$ cat config.mk
export PLATFORM = sky130hd
export DESIGN_NAME = ber_window_accumulator
export DESIGN_NICKNAME = d
export VERILOG_FILES = /design/src/rtl/ber_window_accumulator.sv
export SDC_FILE = /design/constraint.sdc
export NUM_CORES = 1
export LEC_CHECK = 0
export ABC_AREA = 1
export CAP_MARGIN = 20
export CORE_ASPECT_RATIO = 1.5
export CORE_UTILIZATION = 30
export CTS_BUF_LIST = sky130_fd_sc_hd__clkbuf_8
export DETAILED_ROUTE_END_ITERATION = 6
export MAX_ROUTING_LAYER = met4
export SLEW_MARGIN = 20
export SYNTH_ARGS = -nofsm -noshare
export SYNTH_HDL_FRONTEND = slang
export SYNTH_SLANG_ARGS = --single-unit
$ cat constraint.sdc
create_clock -name clk -period 2.1 [get_ports clk]
set_input_delay 0.315 -clock clk [delete_from_list [all_inputs] [get_ports clk]]
set_output_delay 0.315 -clock clk [all_outputs]
set_load 0.02 [all_outputs]
$ cat src/rtl/ber_window_accumulator.sv
// BER window accumulator.
// Counts the errored bits and the total bits over a window of N bytes taken
// from the 8-bit error comparator. At the end of the window it latches the
// results and pulses done. It also sets a sticky flag when error density
// stays high for a sustained run of bytes (loss of pattern lock).
//
// state  | meaning
// -------+---------------------------------------------------------------
// S_IDLE | waiting for start; results of the last window are held
// S_RUN  | window open; valid beats are accumulated into the live counters
// S_DONE | one-cycle done pulse; results were loaded on the entry edge
module ber_window_accumulator #(
  parameter int CNT_W    = 32,
  parameter int LOSS_THR = 4,
  parameter int LOSS_RUN = 16
) (
  input  logic             clk,
  input  logic             rst_n,
  input  logic             start,
  input  logic             abort,
  input  logic [CNT_W-1:0] window_bytes,
  input  logic             err_valid,
  input  logic [7:0]       err_vec,
  output logic             busy,
  output logic             done,
  output logic [CNT_W-1:0] err_count,
  output logic [CNT_W-1:0] bit_count,
  output logic             err_sat,
  output logic             lock_lost
);

  typedef enum logic [1:0] {
    S_IDLE = 2'd0,
    S_RUN  = 2'd1,
    S_DONE = 2'd2
  } state_t;

  localparam int                RUN_W   = 16;
  localparam logic [RUN_W-1:0]  RUN_MAX = RUN_W'(LOSS_RUN);
  localparam logic [3:0]        THR     = 4'(LOSS_THR);

  state_t             state;
  logic [CNT_W-1:0]   win;
  logic [CNT_W-1:0]   live_err;
  logic [CNT_W-1:0]   live_bytes;
  logic [CNT_W-1:0]   live_bits;
  logic               live_sat;
  logic [RUN_W-1:0]   bad_run;

  logic [3:0]         pc;
  logic [CNT_W:0]     err_sum;
  logic               sat_now;
  logic [CNT_W-1:0]   err_next;
  logic [CNT_W-1:0]   bytes_next;
  logic [CNT_W-1:0]   bits_next;
  logic [RUN_W-1:0]   bad_next;

  // Popcount of the error vector for this beat.
  always_comb begin
    pc = 4'd0;
    for (int i = 0; i < 8; i++) begin
      pc = pc + {3'b000, err_vec[i]};
    end
  end

  // Next values of the live counters if the current beat is accepted.
  always_comb begin
    err_sum    = {1'b0, live_err} + (CNT_W + 1)'(pc);
    sat_now    = err_sum[CNT_W];
    err_next   = sat_now ? {CNT_W{1'b1}} : err_sum[CNT_W-1:0];
    bytes_next = live_bytes + CNT_W'(1);
    bits_next  = live_bits + CNT_W'(8);
    if (pc >= THR) begin
      bad_next = (bad_run == RUN_MAX) ? bad_run : bad_run + RUN_W'(1);
    end else begin
      bad_next = '0;
    end
  end

  // Window sequencing, accumulation, loss-of-lock tracking and result latch.
  always_ff @(posedge clk or negedge rst_n) begin
    if (!rst_n) begin
      state      <= S_IDLE;
      win        <= '0;
      live_err   <= '0;
      live_bytes <= '0;
      live_bits  <= '0;
      live_sat   <= 1'b0;
      bad_run    <= '0;
      busy       <= 1'b0;
      done       <= 1'b0;
      err_count  <= '0;
      bit_count  <= '0;
      err_sat    <= 1'b0;
      lock_lost  <= 1'b0;
    end else begin
      done <= 1'b0;
      case (state)
        S_IDLE: begin
          busy <= 1'b0;
          if (start && !abort) begin
            win        <= window_bytes;
            live_err   <= '0;
            live_bytes <= '0;
            live_bits  <= '0;
            live_sat   <= 1'b0;
            bad_run    <= '0;
            lock_lost  <= 1'b0;
            if (window_bytes == '0) begin
              // Empty window: results are the freshly cleared counters.
              state     <= S_DONE;
              done      <= 1'b1;
              err_count <= '0;
              bit_count <= '0;
              err_sat   <= 1'b0;
            end else begin
              state <= S_RUN;
              busy  <= 1'b1;
            end
          end
        end
        S_RUN: begin
          if (abort) begin
            // Beat in the abort cycle is dropped; previous results are kept.
            state <= S_IDLE;
            busy  <= 1'b0;
          end else if (err_valid) begin
            live_err   <= err_next;
            live_bytes <= bytes_next;
            live_bits  <= bits_next;
            live_sat   <= live_sat | sat_now;
            bad_run    <= bad_next;
            if (bad_next == RUN_MAX) begin
              lock_lost <= 1'b1;
            end
            if (bytes_next == win) begin
              state     <= S_DONE;
              busy      <= 1'b0;
              done      <= 1'b1;
              err_count <= err_next;
              bit_count <= bits_next;
              err_sat   <= live_sat | sat_now;
            end
          end
        end
        S_DONE: begin
          busy  <= 1'b0;
          state <= S_IDLE;
        end
        default: begin
          busy  <= 1'b0;
          state <= S_IDLE;
        end
      endcase
    end
  end

endmodule

Word level (Yosys, flattened, before mapping)
Index checks and enable logic that the tools add are counted.
Widths: inputs -> output; s select.
Word-level totals
  register bits after elaboration: 215
  output and inout bits: 68
Cells by class
  add/subtract/negate cells: 11
  $lt $le $gt $ge: 1
  equality and inequality tests: 12
  muxes and demuxes: 59
  bitwise gates (word level): 1
  reductions and logical operators: 11
Operator list (count)
  $mux 32: 16
  $pmux 32 s2: 5
  $mux 16: 5
  $add 32x4->33: 1
  $add 32x1->32 const B: 1
  $add 32x4->32 const B: 1
  $eq 16x5->1 const B: 2
  $eq 32x32->1: 1
  $logic_not 32->1: 1
  $pmux 16 s2: 1
  $mux 1: 21
  $add 16x1->16 const B: 1
  $add 4x1->4: 4
  $ne 2x2->1 const B: 6
  $mux 2: 5
  $pmux 1 s2: 5
  $ne 3x3->1 const B: 2
  $reduce_and 6->1: 1
  $reduce_and 5->1: 1
  $add 3x1->4: 1
  $ge 4x3->1 const B: 1
  $pmux 2 s2: 1
  $reduce_and 2->1: 2
  $reduce_and 4->1: 1
  9 further kinds: 9

Logic depth before layout (Yosys ltp)
  depth after elaboration: 14
  gate-level depth with buffers: 21
  mapped depth without buffers: 21

Least setup slack after synthesis
Ideal clock, no wire load.
  path type: in2reg
  start: input port err_vec[0]
  end: register err_count[17]
  library setup time: 0.117 ns
  data arrival time: 4.128 ns
  data required time: 1.983 ns
  path slack: -2.145 ns
  cell stages on the path: 19
  path buffers: 1
  cell sequence: inv_1 > fa_1 > fa_1 > fa_1 > inv_1 > ha_1 > fa_1 > fa_1 > nand3_1 > nand2_1 > nand2_1 > nor2_1 > nand4_1 > clkbuf_1 > o21ai_0 > nand2_1 > inv_1 > nand3_1 > nand2_1
Between the ends
  cells in the longest elaborated chain, start to end: 13
Ends and longest elaborated chain
  start: declaration: RTL line 23  | input logic [7:0] err_vec,
  $add 1x1->2: RTL line 62  | pc = pc + {3'b000, err_vec[i]};
  $add 2x1->3: RTL line 62
  $add 3x1->4: RTL line 62
  $add 4x1->4 (4 in a row): RTL line 62
  $add 32x4->33: RTL line 68  | err_sum = {1'b0, live_err} + (CNT_W + 1)'(pc);
  $mux 32: RTL line 70  | err_next = sat_now ? {CNT_W{1'b1}} : err_sum[CNT_W-1:0];
  $mux 32: RTL line 136  | if (bytes_next == win) begin
  $mux 32: RTL line 127  | end else if (err_valid) begin
  $mux 32: RTL line 123  | if (abort) begin
  $pmux 32 s2: RTL line 98  | case (state)
  end signal: assignment: RTL line 140  | err_count <= err_next;
  end: declaration: RTL line 26  | output logic [CNT_W-1:0] err_count,
Every way passes these cells. The select of a mux whose other input is x is not followed.
A chain may end at the register's enable or synchronous reset.

Worst setup path in the final report
  start: input port err_vec[1]
  end: register err_count[17]
Same word-level chain as after synthesis.

==> results by group <==
Outcome
  – Status: finished with violations
  – Failing checks: negative setup slack

STA
  – Slew Limit Fails: 0
  – Final period util: 181.0%
  – Setup TNS: -144.58 ns
  – Slew @ Worst Pin: slightly below 0.6 ns
  – Final setup violation count: about 120
  – Max_slew headroom: around three fifths
  – RSZ-0062 raised after global routing: true
  – Clock skew: 0.04096 ns
  – Final setup margin: -1.701 ns
  – Max Fclk: 0.2631 GHz
  – Fin Hold WS: around 0.23 ns
  – Final hold vios: 0
  – Final min period: about 3.8 ns

Die
  – # rows: roughly 90
  – Area of the core: 41330 sq um
  – Die X: between 150 and 200 microns
  – Initial cell density of the core: a little under a third
  – Die ar.: between 40000 and 50000 sq um
  – Die H: about 250 microns
  – Ports: 113

Min path
  – Worst min-delay path category: input port to async pin

Place
  – Post-placement setup slack: -2.996 ns
  – Gpl congestion: 0.9550
  – Port Buffers: between 100 and 150
  – DP Wirelength: about 33000 microns
  – Placed insts: 2702

Clock network
  – TritonCTS clock tree: yes
  – Clk buf depth: 3
  – Number of CTS-inserted buffers: 40
  – Clk_lat worst skew: 0.59 ns
  – CTS clk-pin slew, worst paths: ~0.07 ns
  – Root Buffer: clkbuf_8
  – H-tree depth: 2
  – # clock sinks: 215

Worst setup path
  – CP required: ~2.6 ns
  – Crit path launch: err_vec[1]
  – Crit-path max FO: 6
  – Arrival time worst endpoint: between 4 and 5 ns
  – RR Startpoint: live_bytes[0]
  – Crit path capture: err_count[17]
  – Reg2reg path depth: 19
  – CP startpoint kind: input port
  – Crit. End Element: flop
  – R2R Setup Slk: -0.72 ns
  – Crit Path Class: input port to flop
  – Worst R2R End: err_count[20]

Global route
  – Wire length of the first global-routing pass: 70410 microns
  – Vias in the first global route: ~14000
  – Largest net degree at the start of global routing: 55
  – Tot GR Track Use: between 20 and 25%
  – GRT overflow: 0
  – Antenna violations before repair: 1

Power
  – Comb power frac: around 27%
  – Seq pwr share: a little under two fifths
  – Sw Share: around a third
  – P_sw: roughly 0.0041 W
  – Peak VDD IR: ~0.00051 V
  – Pwr Density: 669.7 nW/um^2
  – Leak: between 8 and 9 nW
  – Int Power: around 0.0086 W
  – Clock power share: between 30% and 40%

Flow run
  – Max-cap violations: 0

Finish
  – Fin cells: 2815
  – P&R area growth vs syn: 50.64%
  – Nets: 2288
  – Share of cells above drive strength 1: between 20% and 30%
  – Final Util: a little under half

Logic synthesis
  – Mapped Avg Cell Area: between 7 and 8 sq um
  – Post-Syn Area: around 13000 sq um
  – Yosys top cell by area: dfrtp_1
  – Syn Nets: ~1900
  – Syn. warnings: 0
  – Synth async-reset ratio: between 90% and 100%
  – FF+latch count, synth: roughly 220
  – Sequential area share after synthesis: between 40% and 50%
  – Top-count cell post-synth: nand2_1
  – Synth area leaders: dfrtp_1, nand2_1, nand3_1
  – EDFF count, synth: 0
  – Synth top area share: between 40% and 50%
  – Library cells used by synthesis: 37
  – Post-Synthesis Cells: 1800
  – Synth cell count leaders: nand2_1, dfrtp_1, inv_1, nand3_1, nor2_1
  – Commonest register cell after synthesis: dfrtp_1

Route
  – Drt first-iter violations: 640
  – DRC: 0
  – Routed WL per cell: 15.94 microns
  – Vias: 13568
  – Post-route ant nets: 0
  – Drt via density: ~4.8
  – Wirelength, routed: around 45000 microns
  – DRT Pass-1 Iters: 5
==> worst max-delay path, cell delays in order <==
cell and delay [ns]:
buf_6 0.07, inv_2 0.03, fa_1 0.56, fa_2 0.48
fa_1 0.51, inv_2 0.05, ha_4 0.16, fa_2 0.37
xor2_4 0.18, ha_4 0.34, nand3_4 0.09, nand2_4 0.12
nand2_8 0.08, nor2_4 0.14, nand4_1 0.12, buf_6 0.19
buf_6 0.14, o21ai_2 0.05, nand2_1 0.08, inv_1 0.07
nand3_1 0.07, nand2_1 0.09
==> final cells by class <==
cell class | count | area (sq um)
fillers | 4129 | 22320
multi-input cells | 1331 | 7259
flip-flops and latches | 215 | 5383
repair buffers | 446 | 4033
inverters | 193 | 744.5
clock buffers | 51 | 701.9
well taps | 558 | 698.2
clock inverters | 20 | 186.4
diodes | 1 | 2.502
==> placed cells by master, fill, tap and decap left out, drive strengths merged, types with 2 or more instances in the layout <==
master and n:
nand2 637, buf 335, dfrtp 215, inv 202
nand3 169, nor2 169, clkdlybuf4s50 108, o21ai 102
clkbuf 53, nor3 39, nand4 38, o22ai 37
a21oi 35, xor2 28, nor4 19, nand3b 16
ha 11, o31ai 5, fa 5, xnor2 4
clkinvlp 4, clkinv 4, or2 4, and3 3
bufinv 3, a21boi 3, o21a 2
==> kinds of logic after synthesis <==
family,after synthesis,share of synthesized area [%]
DFF,215,42.64
and+or+nand+nor,1096,37.06
adders and majority gates,16,1.884
AOI/OAI and AO/OA,187,8.032
xor gates and xnor gates,32,2.221
buffers and inverters,254,8.161
==> sequential cells by signal, indices dropped and copies added (netlist names), 2 cells and up <==
register and cells:
state 2, win 32, err_count 32, live_bytes 32, live_err 32, bit_count 32, live_bits 32, bad_run 16
==> timing repair <==
action / in CTS / in global routing
hold buffers: 1 / 0
gates cloned: 2 / 2
pin swaps: 50 / 74
endpoints found under the hold margin: 45 / 0
setup endpoints to repair: 128 / 132
gates resized for setup: 120 / 157
setup buffers: 16 / 24
==> how the worst min path moves through the flow <==
| stage | to | depth (start not counted) |
|---|---|---|
| final | bit_count[27] | 2 |
| after global placement | bit_count[26] | 1 |
| after CTS | bit_count[29] | 2 |
| after global routing | bit_count[27] | 2 |
| after detailed placement | err_count[28] | 1 |
| after floorplan | bad_run[0] | 0 |
==> power groups by stage <==
stage                     sequential (W)  clock, W  combinational (W)
final                            0.00474   0.00455            0.00344
after global routing             0.00477   0.00481            0.00376
after CTS                        0.00473   0.00467            0.00318
after detailed placement         0.00479         0            0.00296
after global placement           0.00478         0            0.00292
after floorplan                  0.00485         0            0.00140
==> through the flow <==
| stage | cell area (sq um) | total power, W |
|---|---|---|
| after floorplan | 12800 | 0.006248 |
| after global placement | 16730 | 0.007702 |
| after detailed placement | 16730 | 0.007747 |
| after CTS | 18200 | 0.01258 |
| after global routing | 19010 | 0.01334 |
| final | 19010 | 0.01273 |
==> per-layer routing <==
| metal | global-route usage [%] | part of all wire, % | vias up |
|---|---|---|---|
| li1 | - | - | 6693 |
| met3 | 2.313 | 3.0 | 126 |
| met1 | 22.57 | 38 | 6471 |
| met2 | 40.19 | 54 | 278 |
| met5 | - | 0 | - |
| met4 | 10.30 | 4.9 | 0 |
(Power assumes the default switching activity.)
